### src/rtl/spi_master_tx_multi_if.sv
// Controller-side bus of the multi-lane SPI transmit engine.
// The master modport is the controller; the slave modport is the shifter.
interface spi_master_tx_multi_if #(
   parameter int unsigned DATA_W = 32,
   parameter int unsigned CNT_W  = 16
);
   logic              en;
   logic              tx_edge;
   logic [1:0]        mode;
   logic              msb_first;
   logic [CNT_W-1:0]  counter_in;
   logic              counter_in_upd;
   logic [DATA_W-1:0] data;
   logic              data_valid;
   logic              data_ready;
   logic [3:0]        sdo;
   logic              tx_done;
   logic              underrun;
   logic              clk_en_o;

   modport master (
      output en, tx_edge, mode, msb_first, counter_in, counter_in_upd, data, data_valid,
      input  data_ready, sdo, tx_done, underrun, clk_en_o
   );

   modport slave (
      input  en, tx_edge, mode, msb_first, counter_in, counter_in_upd, data, data_valid,
      output data_ready, sdo, tx_done, underrun, clk_en_o
   );
endinterface

### src/rtl/spi_master_tx_multi.sv
// Multi-lane (1/2/4) SPI transmit shifter with word refill, length counting
// and underrun detection. Handshake outputs are decided in the current cycle.
module spi_master_tx_multi #(
   parameter int unsigned DATA_W = 32,
   parameter int unsigned CNT_W  = 16
) (
   input logic                  clk,
   input logic                  rst,
   spi_master_tx_multi_if.slave bus
);
   localparam int unsigned WC_W = $clog2(DATA_W) + 1;

   typedef enum logic {S_IDLE = 1'b0, S_TRANSMIT = 1'b1} state_t;

   state_t            r_state, w_state_nxt;
   logic [DATA_W-1:0] r_sh, w_sh_nxt, w_sh_shifted;
   logic [CNT_W-1:0]  r_beat, w_beat_nxt;
   logic [CNT_W-1:0]  r_pend, w_pend_nxt;
   logic [CNT_W-1:0]  r_act, w_act_nxt;
   logic [WC_W-1:0]   r_word, w_word_nxt, w_wb_last;
   logic [1:0]        r_mode, w_mode_nxt;
   logic              r_msb, w_msb_nxt;
   logic              w_load, w_ready, w_done, w_underrun, w_clk_en;
   logic [3:0]        w_sdo;
   logic [2:0]        w_lanes;

   function automatic logic [1:0] lane_lg(input logic [1:0] m);
      case (m)
         2'b01:   return 2'd1;
         2'b10:   return 2'd2;
         default: return 2'd0;
      endcase
   endfunction

   assign w_lanes      = 3'(1) << lane_lg(r_mode);
   assign w_wb_last    = WC_W'(DATA_W >> lane_lg(r_mode)) - WC_W'(1);
   assign w_sh_shifted = r_msb ? (r_sh << w_lanes) : (r_sh >> w_lanes);

   // Lane mapping from the output end of the shift register
   always_comb begin
      w_sdo = '0;
      case (r_mode)
         2'b01:   w_sdo[1:0] = r_msb ? r_sh[DATA_W-1 -: 2] : r_sh[1:0];
         2'b10:   w_sdo      = r_msb ? r_sh[DATA_W-1 -: 4] : r_sh[3:0];
         default: w_sdo[0]   = r_msb ? r_sh[DATA_W-1]      : r_sh[0];
      endcase
   end

   always_comb begin
      w_state_nxt = r_state;
      w_sh_nxt    = r_sh;
      w_beat_nxt  = r_beat;
      w_word_nxt  = r_word;
      w_act_nxt   = r_act;
      w_mode_nxt  = r_mode;
      w_msb_nxt   = r_msb;
      w_load      = 1'b0;
      w_ready     = 1'b0;
      w_done      = 1'b0;
      w_underrun  = 1'b0;
      w_clk_en    = 1'b0;
      w_pend_nxt  = bus.counter_in_upd ? (bus.counter_in >> lane_lg(bus.mode)) : r_pend;

      case (r_state)
         S_IDLE: begin
            if (bus.en && bus.data_valid && (r_pend != '0)) begin
               w_load      = 1'b1;
               w_state_nxt = S_TRANSMIT;
            end
         end
         S_TRANSMIT: begin
            w_clk_en = 1'b1;
            if (bus.tx_edge) begin
               w_sh_nxt   = w_sh_shifted;
               w_beat_nxt = r_beat + CNT_W'(1);
               w_word_nxt = (r_word == w_wb_last) ? '0 : r_word + WC_W'(1);
               // End of transfer wins over a coincident word refill
               if (r_beat == r_act - CNT_W'(1)) begin
                  w_done     = 1'b1;
                  w_beat_nxt = '0;
                  w_word_nxt = '0;
                  if (bus.en && bus.data_valid && (r_pend != '0)) begin
                     w_load = 1'b1;
                  end else begin
                     w_state_nxt = S_IDLE;
                     w_clk_en    = 1'b0;
                  end
               end else if (r_word == w_wb_last) begin
                  if (bus.data_valid) begin
                     w_sh_nxt = bus.data;
                     w_ready  = 1'b1;
                  end else begin
                     w_underrun  = 1'b1;
                     w_clk_en    = 1'b0;
                     w_state_nxt = S_IDLE;
                  end
               end
            end
         end
         default: w_state_nxt = S_IDLE;
      endcase

      // Start of a transfer: fresh word, cleared counters, configuration snapshot
      if (w_load) begin
         w_ready    = 1'b1;
         w_sh_nxt   = bus.data;
         w_beat_nxt = '0;
         w_word_nxt = '0;
         w_act_nxt  = r_pend;
         w_mode_nxt = bus.mode;
         w_msb_nxt  = bus.msb_first;
      end
   end

   always_ff @(posedge clk) begin
      if (rst) begin
         r_state <= S_IDLE;
         r_sh    <= '0;
         r_beat  <= '0;
         r_word  <= '0;
         r_pend  <= CNT_W'(8);
         r_act   <= CNT_W'(8);
         r_mode  <= 2'b00;
         r_msb   <= 1'b1;
      end else begin
         r_state <= w_state_nxt;
         r_sh    <= w_sh_nxt;
         r_beat  <= w_beat_nxt;
         r_word  <= w_word_nxt;
         r_pend  <= w_pend_nxt;
         r_act   <= w_act_nxt;
         r_mode  <= w_mode_nxt;
         r_msb   <= w_msb_nxt;
      end
   end

   assign bus.sdo        = rst ? 4'b0000 : w_sdo;
   assign bus.data_ready = w_ready    & ~rst;
   assign bus.tx_done    = w_done     & ~rst;
   assign bus.underrun   = w_underrun & ~rst;
   assign bus.clk_en_o   = w_clk_en   & ~rst;
endmodule

### src/flat_wrapper.sv
// flat-port wrapper written by rule: the top's interface ports become plain ports
module spi_master_tx_multi_flat 
#(
   parameter int unsigned DATA_W = 32,
   parameter int unsigned CNT_W  = 16
)
  (clk, rst, bus_en, bus_tx_edge, bus_mode, bus_msb_first, bus_counter_in, bus_counter_in_upd, bus_data, bus_data_valid, bus_data_ready, bus_sdo, bus_tx_done, bus_underrun, bus_clk_en_o);
  spi_master_tx_multi_if #(.DATA_W(DATA_W), .CNT_W(CNT_W)) bus_i ();
  input logic clk;
  input logic rst;
  input wire logic [$bits(bus_i.en)-1:0] bus_en;
  input wire logic [$bits(bus_i.tx_edge)-1:0] bus_tx_edge;
  input wire logic [$bits(bus_i.mode)-1:0] bus_mode;
  input wire logic [$bits(bus_i.msb_first)-1:0] bus_msb_first;
  input wire logic [$bits(bus_i.counter_in)-1:0] bus_counter_in;
  input wire logic [$bits(bus_i.counter_in_upd)-1:0] bus_counter_in_upd;
  input wire logic [$bits(bus_i.data)-1:0] bus_data;
  input wire logic [$bits(bus_i.data_valid)-1:0] bus_data_valid;
  output wire logic [$bits(bus_i.data_ready)-1:0] bus_data_ready;
  output wire logic [$bits(bus_i.sdo)-1:0] bus_sdo;
  output wire logic [$bits(bus_i.tx_done)-1:0] bus_tx_done;
  output wire logic [$bits(bus_i.underrun)-1:0] bus_underrun;
  output wire logic [$bits(bus_i.clk_en_o)-1:0] bus_clk_en_o;
  assign bus_i.en = bus_en;
  assign bus_i.tx_edge = bus_tx_edge;
  assign bus_i.mode = bus_mode;
  assign bus_i.msb_first = bus_msb_first;
  assign bus_i.counter_in = bus_counter_in;
  assign bus_i.counter_in_upd = bus_counter_in_upd;
  assign bus_i.data = bus_data;
  assign bus_i.data_valid = bus_data_valid;
  assign bus_data_ready = bus_i.data_ready;
  assign bus_sdo = bus_i.sdo;
  assign bus_tx_done = bus_i.tx_done;
  assign bus_underrun = bus_i.underrun;
  assign bus_clk_en_o = bus_i.clk_en_o;
  spi_master_tx_multi #(.DATA_W(DATA_W), .CNT_W(CNT_W)) u_core (.clk(clk), .rst(rst), .bus(bus_i));
endmodule
### config.mk
export PLATFORM = sky130hd
export DESIGN_NAME = spi_master_tx_multi_flat
export DESIGN_NICKNAME = d
export VERILOG_FILES = /design/src/rtl/spi_master_tx_multi_if.sv /design/src/rtl/spi_master_tx_multi.sv /design/src/flat_wrapper.sv
export SDC_FILE = /design/constraint.sdc
export NUM_CORES = 1
export LEC_CHECK = 0
export ABC_AREA = 1
export CAP_MARGIN = 15
export CORE_ASPECT_RATIO = 1.2
export CORE_UTILIZATION = 45
export DETAILED_ROUTE_END_ITERATION = 7
export DONT_BUFFER_PORTS = 1
export PLACE_DENSITY = 0.68
export RECOVER_POWER = 25
export SYNTH_ARGS = -nofsm -noshare
export SYNTH_HDL_FRONTEND = slang
export SYNTH_SLANG_ARGS = --single-unit
export TNS_END_PERCENT = 5
### constraint.sdc
create_clock -name clk -period 2.8 [get_ports clk]
set_input_delay 0.28 -clock clk [delete_from_list [all_inputs] [get_ports clk]]
set_output_delay 0.28 -clock clk [all_outputs]
set_load 0.005 [all_outputs]
==> results.yml, run 1 <==
timing:
  final-hold-violation-count: 0
  maxSlewHeadroom_pct: 42.8
  setup_tns_ns: 0
  rsz0062_at_grt: "true"
  whs_ns: 0.0757
  period_share_pct: 95.3
  setup_slack_ns: 0.133
  setup_violations: 0
  fin_skew_ns: 0.0115
  slew_violations: 0
  period_minus_slack_ns: 2.67
  tightest_slew_ns: 0.855
  clock.fmax_mhz: 375
critical_path:
  crit_arrival_ns: 2.39
  path_cells: "inv_1 > ha_1 > inv_2 > buf_12 > o22ai_1 > a211oi_1 > nand2_1 > inv_1 > nand2_1 > nor4_4 > buf_4"
  cp_data_required_time_ns: 2.52
  path_max_fanout: 18
  critPathLaunchType: "register"
  slowest_delay_ns: 0.35
  path_buf_inv: 5
  end_kind: "output port"
  cp_slowest_cell: "dfxtp_2"
  path_class: "reg -> out"
  crit_family: "buffers and inverters"
power_and_ir_drop:
  powerDensity_nw_per_um2: 423
  leakagePower_uw: 0.00465
  vdd_ir_drop_max_v: 0.000310
drt:
  drcViolationCount: 0
  drt-initial-drc-count: 983
  via_per_inst: 5.79
  finalWirelength_um: 27700
  ant_nets: 0
  firstDrtPassIters: 6
  num_vias: 10100
  wl_per_cell_um: 15.9
placement:
  place_hpwl_um: 20100
  port_buffers: 0
  placed_area_sq_um: 8640
  post-place-ws_ns: 0.257
  place.gp.congestion: 1.00
clock_tree:
  clk_latency_ns: 0.35
  cts_tree: "built"
  cts_htree_levels: 3
  cts.path.max_buffers: 2
  clockRootBuffer: "clkbuf_16"
  clkSlewWorstSetupHoldPaths_ns: 0.06
  clock_sinks: 90
  cts_made_buffers: 9
flow_run:
  drv_cap: 0
final_layout:
  final_nets: 1574
  ff_latch_area_sq_um: 1810
  finalInstanceArea_sq_um: 9050
  post-route-util_pct: 49.6
  antennaDiodeCount: 0
  syn_to_final_growth_pct: 7.97
  fillers: 1984
  multi_input_area_sq_um: 5930
  drive_gt1_share_pct: 6.79
grt:
  grt.overflow.total: 0
  busiest_layer: "met2"
  grt_use_met3_pct: 4.32
  grt_pass1_wl_um: 44500
  first_global_vias: 9013
  use_met2_pct: 50.6
  grt_max_degree: 41
  grt_util_met1_pct: 34.6
  grt_antenna_before_repair: 0
  track_usage_pct: 28.9
logic_synthesis:
  yosysWarnings: 0
  syn_nets: 1605
  synthCells: 1543
  synth_top_area_share_pct: 27.1
  synth_edf_count: 0
  netlist_area_sq_um: 8380
  synthArstFlopShare_pct: 0
  synth_area_per_cell_sq_um: 5.43
  ys_ff_latch: 90
  synth.largest_area_cell: "nand2_1"
  synth_ff_type: "dfxtp_1"
  synthDistinctLibCells: 42
  yosysSeqAreaShare_pct: 21.5
  synth_area_leaders: "nand2_1, dfxtp_1, nand3_1"
hold_path:
  hold_path.class: "in -> reg"
outcome:
  status: "finished, final reports clean"
die:
  initial_core_util_pct: 45.9
  fp.dieW_um: 127
  ios: 65
  die_area_sq_um: 19200
  row_count: 54
  die_h_um: 152
  core_area_sq_um: 18200
cell families after synthesis:
family / synth area share [%]
buffers and inverters: 8.60
adders and majority gates: 0.746
AOI/OAI and AO/OA: 9.23
and+or+nand+nor: 57.0
xor gates and xnor gates: 2.72
DFF: 21.5
muxes: 0.239
cell type report:
cell class | instances | area share [%]
multi-input combinational | 1280 | 65.5
sequential | 90 | 20.0
timing repair buffer | 48 | 4.96
inverter | 83 | 3.47
tap | 224 | 3.10
clock buffer | 10 | 2.53
clock inverter | 6 | 0.470
cells in the mapped netlist (3+ instances only):
library cell / n
and2_1: 3
xor2_1: 20
a21oi_1: 20
o21ai_1: 14
nor2_1: 96
inv_2: 4
ha_1: 5
a31oi_1: 11
inv_1: 77
buf_1: 6
buf_6: 6
nor2_4: 3
nor2_2: 6
buf_2: 16
nand3_1: 320
nand4_1: 22
or2_2: 6
xnor2_1: 6
o211ai_1: 8
nor4_1: 25
dfxtp_1: 90
o21ai_0: 83
clkbuf_1: 61
nand2_1: 605
nor3_1: 9
sequential cells by signal (all words and copies together), names as in the netlist:
register	flops
u_core.r_beat	16
u_core.r_state	1
u_core.r_act	16
u_core.r_mode	2
u_core.r_msb	1
u_core.r_pend	16
u_core.r_word	6
u_core.r_sh	32
power by group:
part	total, uW	internal, uW	leakage, uW	switching [uW]
clock network	1190	606	0.000129	588
registers	1420	1340	0.000735	75.9
logic	1210	417	0.00378	792
timing repair:
item                                    in CTS  in global routing
gates cloned                                 0                  1
buffers inserted                             1                  1
hold buffers                                 2                  0
endpoints found under the setup margin       2                 75
pin swaps                                    1                  4
endpoints found under the hold margin       21                  0
gates resized for setup                      3                 17
metal layers:
| metal | up-vias | wire [um] |
|---|---|---|
| li1 | 5051 | - |
| met1 | 4538 | 11400 |
| met2 | 411 | 13200 |
| met3 | 87 | 1860 |
| met4 | 0 | 1220 |
| met5 | - | 0 |
metrics by stage:
step	total power (uW)	cells
6_report	3820	1741
3_3_place_gp	2580	1720
5_1_grt	4060	1741
3_5_place_dp	2600	1720
2_1_floorplan	2330	1543
4_1_cts	3800	1739
final timing paths:
check                    from                to  slack (ns)  cells after the start
max reg2reg  u_core.r_mode[1]    u_core.r_sh[7]        0.21                     17
min reg2reg    u_core.r_sh[5]    u_core.r_sh[5]        0.48                      2
max          u_core.r_mode[0]      bus_underrun        0.13                     11
min               bus_mode[1]  u_core.r_mode[1]        0.08                      2
cells in the final DEF, fill, tap and decap left out, types with 10 or more instances in the layout:
cell type / n
nor4_1: 24
nor2_2: 13
nand2_1: 604
a21oi_1: 19
buf_4: 39
o21ai_0: 83
nand3_1: 319
xor2_1: 19
clkbuf_16: 10
a31oi_1: 11
dfxtp_1: 87
nor2_1: 89
o21ai_1: 14
nand4_1: 22
inv_1: 78
Note: power is estimated with default switching activity, not from simulation.
==> run 2, diff against run 1 <==
--- a/config.mk
+++ b/config.mk
@@ -9,6 +9,8 @@
 export CAP_MARGIN = 15
 export CORE_ASPECT_RATIO = 1.2
 export CORE_UTILIZATION = 45
+export CTS_BUF_LIST = sky130_fd_sc_hd__clkbuf_4 sky130_fd_sc_hd__clkbuf_8
+export CTS_CLUSTER_SIZE = 12
 export DETAILED_ROUTE_END_ITERATION = 7
 export DONT_BUFFER_PORTS = 1
 export PLACE_DENSITY = 0.68
==> results.yml, run 2 (synthesized netlist as in run 1, its figures left out) <==
critical_path:
  end_kind: "output port"
  cp_data_required_time_ns: 2.52
  reg2reg_depth: 19
  path_class: "reg -> out"
  critPathLaunchType: "register"
  crit_arrival_ns: 2.40
  path_max_fanout: 4
drt:
  finalWirelength_um: 27900
  drcViolationCount: 0
  ant_nets: 0
  wl_per_cell_um: 16.0
  num_vias: 10100
  firstDrtPassIters: 5
  via_per_inst: 5.77
  drt-initial-drc-count: 1071
timing:
  tightest_slew_ns: 0.910
  setup_violations: 0
  slew_violations: 0
  setup_slack_ns: 0.117
  maxSlewHeadroom_pct: 39.1
  period_minus_slack_ns: 2.68
  fin_skew_ns: 0.0192
  final-hold-violation-count: 0
  clock.fmax_mhz: 373
  period_share_pct: 95.8
  rsz0062_at_grt: "true"
power_and_ir_drop:
  power.share.switching_pct: 40.2
  comb_power_share_pct: 34.6
  intPower_uw: 2100
  clkPwrFrac_pct: 25.0
  power_switching_uw: 1410
  power_uw: 3520
  vdd_ir_drop_max_v: 0.000266
  pwr-share-seq_pct: 40.5
  leakagePower_uw: 0.00463
  powerDensity_nw_per_um2: 389
final_layout:
  final_cell_mix: "nand2_1, nand3_1, nor2_1"
  final_nets: 1578
  final_common_cell: "nand2_1"
  largest_reg_flops: 32
  fillers: 1986
  post-route-util_pct: 49.6
  finalInstanceArea_sq_um: 9050
  final_cells: 1745
  syn_to_final_growth_pct: 7.99
  antennaDiodeCount: 0
  drive_gt1_share_pct: 8.02
  top_register: "u_core.r_sh"
placement:
  place_inst: 1720
  placed_area_sq_um: 8640
  port_buffers: 0
  place_hpwl_um: 20100
  post-place-ws_ns: 0.257
  place.gp.congestion: 1.00
grt:
  first_global_vias: 9022
  grt_antenna_before_repair: 0
  track_usage_pct: 28.9
  grt_max_degree: 41
  grt.overflow.total: 0
  grt_pass1_wl_um: 44300
die:
  die_area_sq_um: 19200
  fp.dieW_um: 127
  core_area_sq_um: 18200
  initial_core_util_pct: 45.9
  row_count: 54
  die_h_um: 152
  ios: 65
clock_tree:
  cts_tree: "built"
  clock_sinks: 90
  clkSlewWorstSetupHoldPaths_ns: 0.09
  cts_htree_levels: 3
  cts_made_buffers: 9
  cts.path.max_buffers: 2
  clockRootBuffer: "clkbuf_8"
  clk_latency_ns: 0.39
outcome:
  status: "finished, final reports clean"
hold_path:
  hold_path_depth: 2
  hold_path.class: "in -> reg"
flow_run:
  drv_cap: 0
-- run 2: cell count changes in the layout (fill, tap and decap cells not counted), sizes merged --
cell and change:
clkbuf +1, buf +4, dlygate4sd3 -1
-- run 2: metrics by stage --
stage / hold WS, ns / TNS, ns
2_1_floorplan: 0.410 / 0
3_3_place_gp: 0.355 / 0
3_5_place_dp: 0.358 / 0
4_1_cts: 0.0312 / -0.0314
5_1_grt: 0.0551 / -0.0730
6_report: 0.0425 / 0
-- run 2: worst paths after layout --
check                                     start               end  slack (ns)
worst max-delay path            u_core.r_act[0]      bus_clk_en_o        0.12
worst min-delay path                bus_mode[1]  u_core.r_mode[1]        0.04
worst max register to register  u_core.r_act[0]   u_core.r_sh[28]        0.21
worst min register to register   u_core.r_sh[5]    u_core.r_sh[5]        0.49
-- run 2: repair_timing --
action                                  in CTS  in global routing
gates resized for setup                      4                 33
pin swaps                                    1                 11
hold buffers                                 1                  0
endpoints found under the hold margin       22                  0
setup buffers                                1                  5
cloned                                       0                  2
endpoints found under the setup margin       2                 75
-- run 2: routing by layer --
layer,global-route usage (%),routed length (um),part of all wire [%],vias up
li1,-,-,-,5051
met1,34.2,11400,41,4513
met2,50.7,13300,48,411
met3,4.28,1990,7.1,85
met4,15.3,1300,4.7,0
met5,0,0,0,-
-- run 2: final cells by class --
| cell class | instances | area [sq um] | area share (%) |
|---|---|---|---|
| Sequential cell | 90 | 1810 | 19.9 |
| Multi-Input combinational cell | 1280 | 5980 | 66.1 |
| Clock inverter | 6 | 42.5 | 0.470 |
| Inverter | 83 | 317 | 3.50 |
| Tap cell | 224 | 280 | 3.10 |
| Clock buffer | 10 | 131 | 1.45 |
| Timing Repair Buffer | 52 | 494 | 5.46 |
-- run 2: power by group through the flow --
stage | registers (uW) | clock network, uW | logic, uW
after global routing | 1430 | 955 | 1370
after CTS | 1420 | 904 | 1170
after floorplan | 1420 | 0 | 915
final | 1420 | 878 | 1220
after detailed placement | 1450 | 0 | 1150
after global placement | 1450 | 0 | 1130
-- run 2: critical path: stages (launching register included) --
cell,delay [ns]
dfxtp_2,0.37
inv_4,0.05
ha_4,0.26
inv_2,0.03
nand2_1,0.05
nand2_1,0.05
nor2_2,0.11
nand3_1,0.08
nor2_1,0.10
nand2_1,0.07
nor2_1,0.13
nand3_2,0.12
nor2_4,0.21
nand2_2,0.08
nand3_2,0.07
nand2_2,0.10
nor2_4,0.13
